[src/rtl/ascon_pkg.sv]
// Shared Ascon control definitions: operation modes, sequencer states and strobe helpers.
// Also used by the SPI subnode for its operation_mode encoding.
package ascon_pkg;

    localparam int ASCON_MAX_ROUNDS = 12;

    typedef enum logic [2:0] {
        MODE_NONE     = 3'b000,
        MODE_INIT     = 3'b001,
        MODE_AD       = 3'b010,
        MODE_AD_LAST  = 3'b011,
        MODE_ENC      = 3'b100,
        MODE_ENC_LAST = 3'b101,
        MODE_FINAL    = 3'b110,
        MODE_RSVD     = 3'b111
    } mode_e;

    typedef enum logic [2:0] {
        ST_IDLE   = 3'd0,
        ST_PRE    = 3'd1,
        ST_ROUNDS = 3'd2,
        ST_POST   = 3'd3,
        ST_DONE   = 3'd4
    } state_e;

    typedef struct packed {
        logic init_load;
        logic data_xor;
        logic key_xor_init;
        logic dsep_xor;
        logic key_xor_final;
        logic tag_xor;
    } strobe_t;

    function automatic logic mode_legal(input logic [2:0] m);
        return (m != 3'b000) && (m != 3'b111);
    endfunction

    function automatic strobe_t pre_strobe(input mode_e m);
        strobe_t s;
        s = '0;
        case (m)
            MODE_INIT:     s.init_load     = 1'b1;
            MODE_AD,
            MODE_AD_LAST,
            MODE_ENC,
            MODE_ENC_LAST: s.data_xor      = 1'b1;
            MODE_FINAL:    s.key_xor_final = 1'b1;
            default:       s = '0;
        endcase
        return s;
    endfunction

    function automatic strobe_t post_strobe(input mode_e m);
        strobe_t s;
        s = '0;
        case (m)
            MODE_INIT:    s.key_xor_init = 1'b1;
            MODE_AD_LAST: s.dsep_xor     = 1'b1;
            MODE_FINAL:   s.tag_xor      = 1'b1;
            default:      s = '0;
        endcase
        return s;
    endfunction

    function automatic logic has_post(input mode_e m);
        return |post_strobe(m);
    endfunction

endpackage

[src/rtl/ascon_round_ctrl_if.sv]
// Command and strobe bundle between the SPI subnode (master) and the round sequencer (slave).
interface ascon_round_ctrl_if;
    logic [2:0] operation_mode;
    logic       operation_ready;
    logic       busy;
    logic       done;
    logic       cmd_err;
    logic       state_wr_block;
    logic       init_load;
    logic       data_xor;
    logic       key_xor_init;
    logic       dsep_xor;
    logic       key_xor_final;
    logic       tag_xor;
    logic       round_en;
    logic [3:0] round_idx;

    modport master (
        output operation_mode, operation_ready,
        input  busy, done, cmd_err, state_wr_block,
        input  init_load, data_xor, key_xor_init, dsep_xor, key_xor_final, tag_xor,
        input  round_en, round_idx
    );

    modport slave (
        input  operation_mode, operation_ready,
        output busy, done, cmd_err, state_wr_block,
        output init_load, data_xor, key_xor_init, dsep_xor, key_xor_final, tag_xor,
        output round_en, round_idx
    );
endinterface

[src/rtl/ascon_round_counter.sv]
// Round down-counter and round-constant index generator for the Ascon sequencer.
// ASCON_ROUND_CTRL_UNROLL2_EN: two rounds per cycle, index steps by 2, round counts must be even.
module ascon_round_counter
    import ascon_pkg::*;
#(
    parameter int A_ROUNDS = 12,
    parameter int B_ROUNDS = 6
) (
    input  logic       clk,
    input  logic       rst_n,
    input  mode_e      mode,
    input  logic       load,
    input  logic       dec,
    output logic       zero,
    output logic       none,
    output logic [3:0] idx
);

`ifdef ASCON_ROUND_CTRL_UNROLL2_EN
    localparam logic [3:0] IDX_STEP = 4'd2;
    if ((A_ROUNDS % 2) != 0 || (B_ROUNDS % 2) != 0) begin : g_bad_unroll
        $error("A_ROUNDS and B_ROUNDS must be even when two rounds run per cycle");
    end
`else
    localparam logic [3:0] IDX_STEP = 4'd1;
`endif

    if (A_ROUNDS < 1 || A_ROUNDS > ASCON_MAX_ROUNDS ||
        B_ROUNDS < 1 || B_ROUNDS > ASCON_MAX_ROUNDS) begin : g_bad_rounds
        $error("A_ROUNDS and B_ROUNDS must lie in 1..12");
    end

    logic [3:0] rounds_s;
    logic [3:0] cycles_s;
    logic [3:0] start_idx_s;
    logic [3:0] cnt_r;
    logic [3:0] idx_r;

    // Round count per mode; the last rounds of the 12-round schedule are always used.
    always_comb begin
        rounds_s = 4'd0;
        case (mode)
            MODE_INIT,
            MODE_FINAL:   rounds_s = 4'(A_ROUNDS);
            MODE_AD,
            MODE_AD_LAST,
            MODE_ENC:     rounds_s = 4'(B_ROUNDS);
            default:      rounds_s = 4'd0;
        endcase
`ifdef ASCON_ROUND_CTRL_UNROLL2_EN
        cycles_s = {1'b0, rounds_s[3:1]};
`else
        cycles_s = rounds_s;
`endif
        start_idx_s = 4'(ASCON_MAX_ROUNDS) - rounds_s;
    end

    // Counter holds cycles remaining after the current one, so zero marks the last round cycle.
    always_ff @(posedge clk) begin
        if (!rst_n) begin
            cnt_r <= 4'd0;
            idx_r <= 4'd0;
        end else if (load) begin
            cnt_r <= cycles_s - 4'd1;
            idx_r <= start_idx_s;
        end else if (dec) begin
            cnt_r <= cnt_r - 4'd1;
            idx_r <= idx_r + IDX_STEP;
        end else begin
            cnt_r <= cnt_r;
            idx_r <= 4'd0;
        end
    end

    assign zero = (cnt_r == 4'd0);
    assign none = (cycles_s == 4'd0);
    assign idx  = idx_r;

endmodule

[src/rtl/ascon_round_ctrl.sv]
// Ascon permutation sequencer: per-operation PRE strobe, counted round burst, POST strobe, done.
// Honours ASCON_ROUND_CTRL_UNROLL2_EN through the round counter (two rounds per round_en cycle).
module ascon_round_ctrl
    import ascon_pkg::*;
#(
    parameter int A_ROUNDS = 12,
    parameter int B_ROUNDS = 6
) (
    input  logic                 clk,
    input  logic                 rst_n,
    ascon_round_ctrl_if.slave    bus
);

    state_e     state_r;
    mode_e      mode_r;
    logic       ready_d_r;
    logic       busy_r;
    logic       done_r;
    logic       cmd_err_r;
    logic       round_en_r;
    strobe_t    strobe_r;

    logic       start_s;
    logic       cnt_load_s;
    logic       cnt_dec_s;
    logic       cnt_zero_s;
    logic       cnt_none_s;
    logic [3:0] cnt_idx_s;

    assign start_s    = bus.operation_ready & ~ready_d_r;
    assign cnt_load_s = (state_r == ST_PRE) & ~cnt_none_s;
    assign cnt_dec_s  = (state_r == ST_ROUNDS) & ~cnt_zero_s;

    ascon_round_counter #(
        .A_ROUNDS (A_ROUNDS),
        .B_ROUNDS (B_ROUNDS)
    ) u_cnt (
        .clk   (clk),
        .rst_n (rst_n),
        .mode  (mode_r),
        .load  (cnt_load_s),
        .dec   (cnt_dec_s),
        .zero  (cnt_zero_s),
        .none  (cnt_none_s),
        .idx   (cnt_idx_s)
    );

    // Sequencer FSM; outputs are registered alongside the state they belong to.
    always_ff @(posedge clk) begin
        if (!rst_n) begin
            state_r    <= ST_IDLE;
            mode_r     <= MODE_NONE;
            ready_d_r  <= 1'b0;
            busy_r     <= 1'b0;
            done_r     <= 1'b0;
            cmd_err_r  <= 1'b0;
            round_en_r <= 1'b0;
            strobe_r   <= '0;
        end else begin
            ready_d_r  <= bus.operation_ready;
            done_r     <= 1'b0;
            cmd_err_r  <= 1'b0;
            round_en_r <= 1'b0;
            strobe_r   <= '0;
            case (state_r)
                ST_IDLE: begin
                    if (start_s && mode_legal(bus.operation_mode)) begin
                        mode_r   <= mode_e'(bus.operation_mode);
                        state_r  <= ST_PRE;
                        busy_r   <= 1'b1;
                        strobe_r <= pre_strobe(mode_e'(bus.operation_mode));
                    end else begin
                        cmd_err_r <= start_s;
                    end
                end
                ST_PRE: begin
                    cmd_err_r <= start_s;
                    if (cnt_none_s) begin
                        state_r <= ST_DONE;
                        done_r  <= 1'b1;
                    end else begin
                        state_r    <= ST_ROUNDS;
                        round_en_r <= 1'b1;
                    end
                end
                ST_ROUNDS: begin
                    cmd_err_r <= start_s;
                    if (!cnt_zero_s) begin
                        round_en_r <= 1'b1;
                    end else if (has_post(mode_r)) begin
                        state_r  <= ST_POST;
                        strobe_r <= post_strobe(mode_r);
                    end else begin
                        state_r <= ST_DONE;
                        done_r  <= 1'b1;
                    end
                end
                ST_POST: begin
                    cmd_err_r <= start_s;
                    state_r   <= ST_DONE;
                    done_r    <= 1'b1;
                end
                ST_DONE: begin
                    cmd_err_r <= start_s;
                    state_r   <= ST_IDLE;
                    busy_r    <= 1'b0;
                end
                default: begin
                    state_r <= ST_IDLE;
                    busy_r  <= 1'b0;
                end
            endcase
        end
    end

    assign bus.busy           = busy_r;
    assign bus.state_wr_block = busy_r;
    assign bus.done           = done_r;
    assign bus.cmd_err        = cmd_err_r;
    assign bus.init_load      = strobe_r.init_load;
    assign bus.data_xor       = strobe_r.data_xor;
    assign bus.key_xor_init   = strobe_r.key_xor_init;
    assign bus.dsep_xor       = strobe_r.dsep_xor;
    assign bus.key_xor_final  = strobe_r.key_xor_final;
    assign bus.tag_xor        = strobe_r.tag_xor;
    assign bus.round_en       = round_en_r;
    assign bus.round_idx      = cnt_idx_s;

endmodule

[src/flat_wrapper.sv]
// flat-port wrapper written by rule: the top's interface ports become plain ports
module ascon_round_ctrl_flat import ascon_pkg::*;
#(
    parameter int A_ROUNDS = 12,
    parameter int B_ROUNDS = 6
)
  (clk, rst_n, bus_operation_mode, bus_operation_ready, bus_busy, bus_done, bus_cmd_err, bus_state_wr_block, bus_init_load, bus_data_xor, bus_key_xor_init, bus_dsep_xor, bus_key_xor_final, bus_tag_xor, bus_round_en, bus_round_idx);
  ascon_round_ctrl_if bus_i ();
  input  logic clk;
  input  logic rst_n;
  input wire logic [$bits(bus_i.operation_mode)-1:0] bus_operation_mode;
  input wire logic [$bits(bus_i.operation_ready)-1:0] bus_operation_ready;
  output wire logic [$bits(bus_i.busy)-1:0] bus_busy;
  output wire logic [$bits(bus_i.done)-1:0] bus_done;
  output wire logic [$bits(bus_i.cmd_err)-1:0] bus_cmd_err;
  output wire logic [$bits(bus_i.state_wr_block)-1:0] bus_state_wr_block;
  output wire logic [$bits(bus_i.init_load)-1:0] bus_init_load;
  output wire logic [$bits(bus_i.data_xor)-1:0] bus_data_xor;
  output wire logic [$bits(bus_i.key_xor_init)-1:0] bus_key_xor_init;
  output wire logic [$bits(bus_i.dsep_xor)-1:0] bus_dsep_xor;
  output wire logic [$bits(bus_i.key_xor_final)-1:0] bus_key_xor_final;
  output wire logic [$bits(bus_i.tag_xor)-1:0] bus_tag_xor;
  output wire logic [$bits(bus_i.round_en)-1:0] bus_round_en;
  output wire logic [$bits(bus_i.round_idx)-1:0] bus_round_idx;
  assign bus_i.operation_mode = bus_operation_mode;
  assign bus_i.operation_ready = bus_operation_ready;
  assign bus_busy = bus_i.busy;
  assign bus_done = bus_i.done;
  assign bus_cmd_err = bus_i.cmd_err;
  assign bus_state_wr_block = bus_i.state_wr_block;
  assign bus_init_load = bus_i.init_load;
  assign bus_data_xor = bus_i.data_xor;
  assign bus_key_xor_init = bus_i.key_xor_init;
  assign bus_dsep_xor = bus_i.dsep_xor;
  assign bus_key_xor_final = bus_i.key_xor_final;
  assign bus_tag_xor = bus_i.tag_xor;
  assign bus_round_en = bus_i.round_en;
  assign bus_round_idx = bus_i.round_idx;
  ascon_round_ctrl #(.A_ROUNDS(A_ROUNDS), .B_ROUNDS(B_ROUNDS)) u_core (.clk(clk), .rst_n(rst_n), .bus(bus_i));
endmodule
[config.mk]
export PLATFORM = sky130hd
export DESIGN_NAME = ascon_round_ctrl_flat
export DESIGN_NICKNAME = d
export VERILOG_FILES = /design/src/rtl/ascon_pkg.sv /design/src/rtl/ascon_round_ctrl_if.sv /design/src/rtl/ascon_round_counter.sv /design/src/rtl/ascon_round_ctrl.sv /design/src/flat_wrapper.sv
export SDC_FILE = /design/constraint.sdc
export NUM_CORES = 1
export LEC_CHECK = 0
export ABC_AREA = 1
export CAP_MARGIN = 20
export CELL_PAD_IN_SITES_DETAIL_PLACEMENT = 0
export CELL_PAD_IN_SITES_GLOBAL_PLACEMENT = 2
export CORE_AREA = 2 2 68 70
export CTS_CLUSTER_SIZE = 20
export DETAILED_ROUTE_END_ITERATION = 10
export DIE_AREA = 0 0 70 72
export HOLD_SLACK_MARGIN = 0.03
export PLACE_DENSITY_LB_ADDON = 0.25
export SLEW_MARGIN = 30
export SYNTH_ARGS = -nofsm -noshare
export SYNTH_HDL_FRONTEND = slang
export SYNTH_SLANG_ARGS = --single-unit
[constraint.sdc]
create_clock -name clk -period 2.12 [get_ports clk]
set_input_delay 0.53 -clock clk [delete_from_list [all_inputs] [get_ports clk]]
set_output_delay 0.53 -clock clk [all_outputs]
set_load 0.03 [all_outputs]
==> flow_summary_export.csv <==
group,metric,value,unit
worst_setup_path,cp_data_required_time,2.32,ns
clocking,clk_pin_slew,0.10,ns
clocking,ctsHoldBuffers,0,
clocking,tritoncts,"built",
yosys,ys_ff_latch,25,
worst_setup_path,rr_worst_depth,14,
grt,grt_pass1_vias,1013,
route,drt_wl_total,2.597,mm
placement,dpl_cell_area,1488,sq um
sta,timing.slew.headroom,0.6384,
grt,track_usage,0.1118,
route,vias,1040,
worst_hold_path,hold_end,"u_core.mode_r[0]",
worst_hold_path,hold_depth,2,
cells_and_area,antennaDiodeCount,0,
grt,antenna_found_initial,0,
cells_and_area,num-nets-final,198,
worst_hold_path,min_from,"u_core.mode_r[0]",
worst_setup_path,start_kind,"flop",
pwr,p_total,1123,uW
cells_and_area,drive_gt1_frac,0.2258,
clocking,root_buffer,"clkbuf_8",
sta,fmax,517.3,MHz
clocking,cts_buffers,3,
placement,port_buffers,20,
worst_setup_path,cp-end-kind,"flop",
cells_and_area,finalInstanceArea,1579,sq um
placement,dpl.hpwl,2.051,mm
route,viasPerCell,4.370,
floorplanning,die_area,5040,sq um
route,first_pass_iters,4,
yosys,avgSynthCellArea,7.668,sq um
clocking,htreeDepth,1,
floorplanning,die_x,70,microns
clocking,clk_latency,0.28,ns
sta,slew_violations,0,
floorplanning,initial_utilization,0.2805,
pwr,powerDensity,711.1,nW/um^2
floorplanning,io_pins,21,
floorplanning,rows,24,
sta,finalHoldViolations,0,
sta,fin_tns_setup,0,ns
clocking,clock_path_buffers,2,
job,cap_viol_max_count,0,
grt,grt_pass1_wl,4.443,mm
worst_setup_path,r2r_slack,0.19,ns
clocking,cts_sinks,25,
pwr,irDropWorstVdd,0.2386,mV
route,wl_per_cell,10.91,microns
yosys,ys_warn_count,0,
sta,setup_viol,0,
cells_and_area,nFillCells,456,
floorplanning,coreArea,4264,sq um
worst_setup_path,cp.arrival,2.14,ns
cells_and_area,areaGrowthSynthToFinish,32.01,%
worst_hold_path,min_path_type,"flop to flop",
floorplanning,die_h,72,microns
yosys,synth_cell_types,26,
route,ant_nets,0,
sta,tightest_slew,0.5418,ns
yosys,netlist.area_leader.share,0.4184,
route,drcViolationCount,0,
route,drtIter0Drc,28,
worst_setup_path,critPathKind,"flop to flop",
yosys,synthCells,156,
sta,fin_crit,1.933,ns
grt,overflow,0,
sta,worst_slack,0.1870,ns
grt,grt_max_degree,16,
worst_setup_path,r2r_start,"u_core.mode_r[0]",
yosys,synth_nets,167,
yosys,yosysTopAreaCell,"dfxtp_1",
run_status,outcome,"complete, no violations",
worst_setup_path,r2r-end,"u_core.u_cnt.cnt_r[2]",
sta,finClkSkew,0.006172,ns
pwr,p_leak,0.0006803,uW
worst_setup_path,crit_fanout,3,
yosys,syn_area,1196,sq um
placement,gp_congestion,0.8439,
placement,place_ws,0.1080,ns
yosys,yosys-top-cells-area,"dfxtp_1 (42%), nand2_1 (8.8%), inv_1 (7.2%)",
yosys,yosysSeqAreaShare,0.4184,
sta,fin_crit_sh,0.9118,
-- critical path: stages, from the launching register on --
cell     delay (ns)
dfxtp_2        0.35
inv_1          0.10
nand3_2        0.09
nand2_1        0.09
inv_1          0.06
ha_2           0.19
nor2_4         0.15
inv_2          0.07
nor2_4         0.10
nor2_1         0.06
nor2_2         0.11
ha_2           0.19
xor2_1         0.13
nand2_1        0.06
a21oi_1        0.11
-- stage by stage --
step | util | cells | hold WS, ns
after global routing | 0.3703 | 238 | 0.5225
after global placement | 0.3489 | 231 | 0.4684
after CTS | 0.3603 | 235 | 0.4947
after detailed placement | 0.3489 | 231 | 0.4771
after floorplan | - | 156 | 0.4530
final | 0.3703 | 238 | 0.4867
-- kinds of logic (layout without fill, tap and decap cells) --
kind of cell | count (synthesis) | count (layout) | share of synthesized area
AND/OR/NAND/NOR | 70 | 70 | 0.3013
buffers and inverters | 31 | 61 | 0.1025
flip-flops | 25 | 25 | 0.4184
AO/OA/AOI/OAI | 22 | 22 | 0.1036
adder cells (fa/ha/maj) | 5 | 5 | 0.05230
XOR/XNOR | 3 | 3 | 0.02197
-- synthesized netlist by cell type --
| cell | count |
|---|---|
| a211oi_2 | 1 |
| a21oi_1 | 12 |
| a21oi_2 | 1 |
| a22oi_1 | 1 |
| buf_4 | 1 |
| clkbuf_1 | 1 |
| dfxtp_1 | 25 |
| ha_1 | 5 |
| inv_1 | 23 |
| inv_2 | 5 |
| inv_4 | 1 |
| nand2_1 | 28 |
| nand2_2 | 2 |
| nand2_4 | 3 |
| nand3_1 | 8 |
| nand4_1 | 1 |
| nor2_1 | 10 |
| nor2_2 | 4 |
| nor2_4 | 4 |
| nor3_1 | 6 |
| nor4_1 | 3 |
| o21ai_0 | 5 |
| o21ai_1 | 2 |
| or2_2 | 1 |
| xnor2_1 | 1 |
| xor2_1 | 2 |
-- layout make-up --
cell class | instances | area (sq um) | share of cell area
sequential | 25 | 505.5 | 0.3201
multi-input combinational | 100 | 588.1 | 0.3724
clock buffer | 3 | 41.29 | 0.02615
clock inverter | 1 | 7.507 | 0.004754
timing repair buffer | 28 | 260.3 | 0.1648
tap | 52 | 65.06 | 0.04120
inverter | 29 | 111.4 | 0.07052
-- worst max-delay path by stage --
stage / startpoint / end / slack (ns) / cells after the start
floorplan: u_core.mode_r[2] / u_core.u_cnt.cnt_r[2] / 0.32 / 12
finish: u_core.mode_r[0] / u_core.u_cnt.cnt_r[2] / 0.19 / 14
CTS: u_core.mode_r[0] / u_core.u_cnt.cnt_r[2] / 0.06 / 14
global placement: bus_operation_mode[1] / u_core.mode_r[1] / 0.09 / 8
detailed placement: u_core.mode_r[0] / u_core.u_cnt.cnt_r[2] / 0.11 / 14
global route: u_core.mode_r[0] / u_core.u_cnt.cnt_r[2] / -0.004 / 14
-- routing by layer --
| metal | track usage | vias to the layer above | share of wire |
|---|---|---|---|
| li1 | - | 552 | - |
| met1 | 0.1457 | 462 | 0.51 |
| met2 | 0.1810 | 21 | 0.43 |
| met3 | 0.02083 | 5 | 0.036 |
| met4 | 0.05128 | 0 | 0.020 |
| met5 | 0 | - | 0 |
-- sequential cells by signal, summed over array words and instances, names as in the netlist, 3 cells and up --
register	count
u_core.state_r	3
u_core.u_cnt.cnt_r	4
u_core.u_cnt.idx	4
u_core.mode_r	3
-- cell usage in the layout (no fill, tap or decap), drive strengths merged, types with 5 or more instances in the layout --
cell           instances
nand2                 33
inv                   29
dfxtp                 25
clkdlybuf4s50         20
nor2                  18
a21oi                 13
buf                    8
nand3                  8
o21ai                  7
nor3                   6
ha                     5
-- power by group --
group	total [uW]	switching, uW	internal, uW
Clock	298	165	134
Combinational	305	183	122
Sequential	520	22.4	498
Total	1120	369	753
-- what timing repair did --
action / CTS / global route
gates resized for setup: 0 / 9
endpoints found under the setup margin: 0 / 1
buffers inserted: 0 / 3
hold endpoints to repair: 0 / 0
Power figures use the tool's default switching activity.
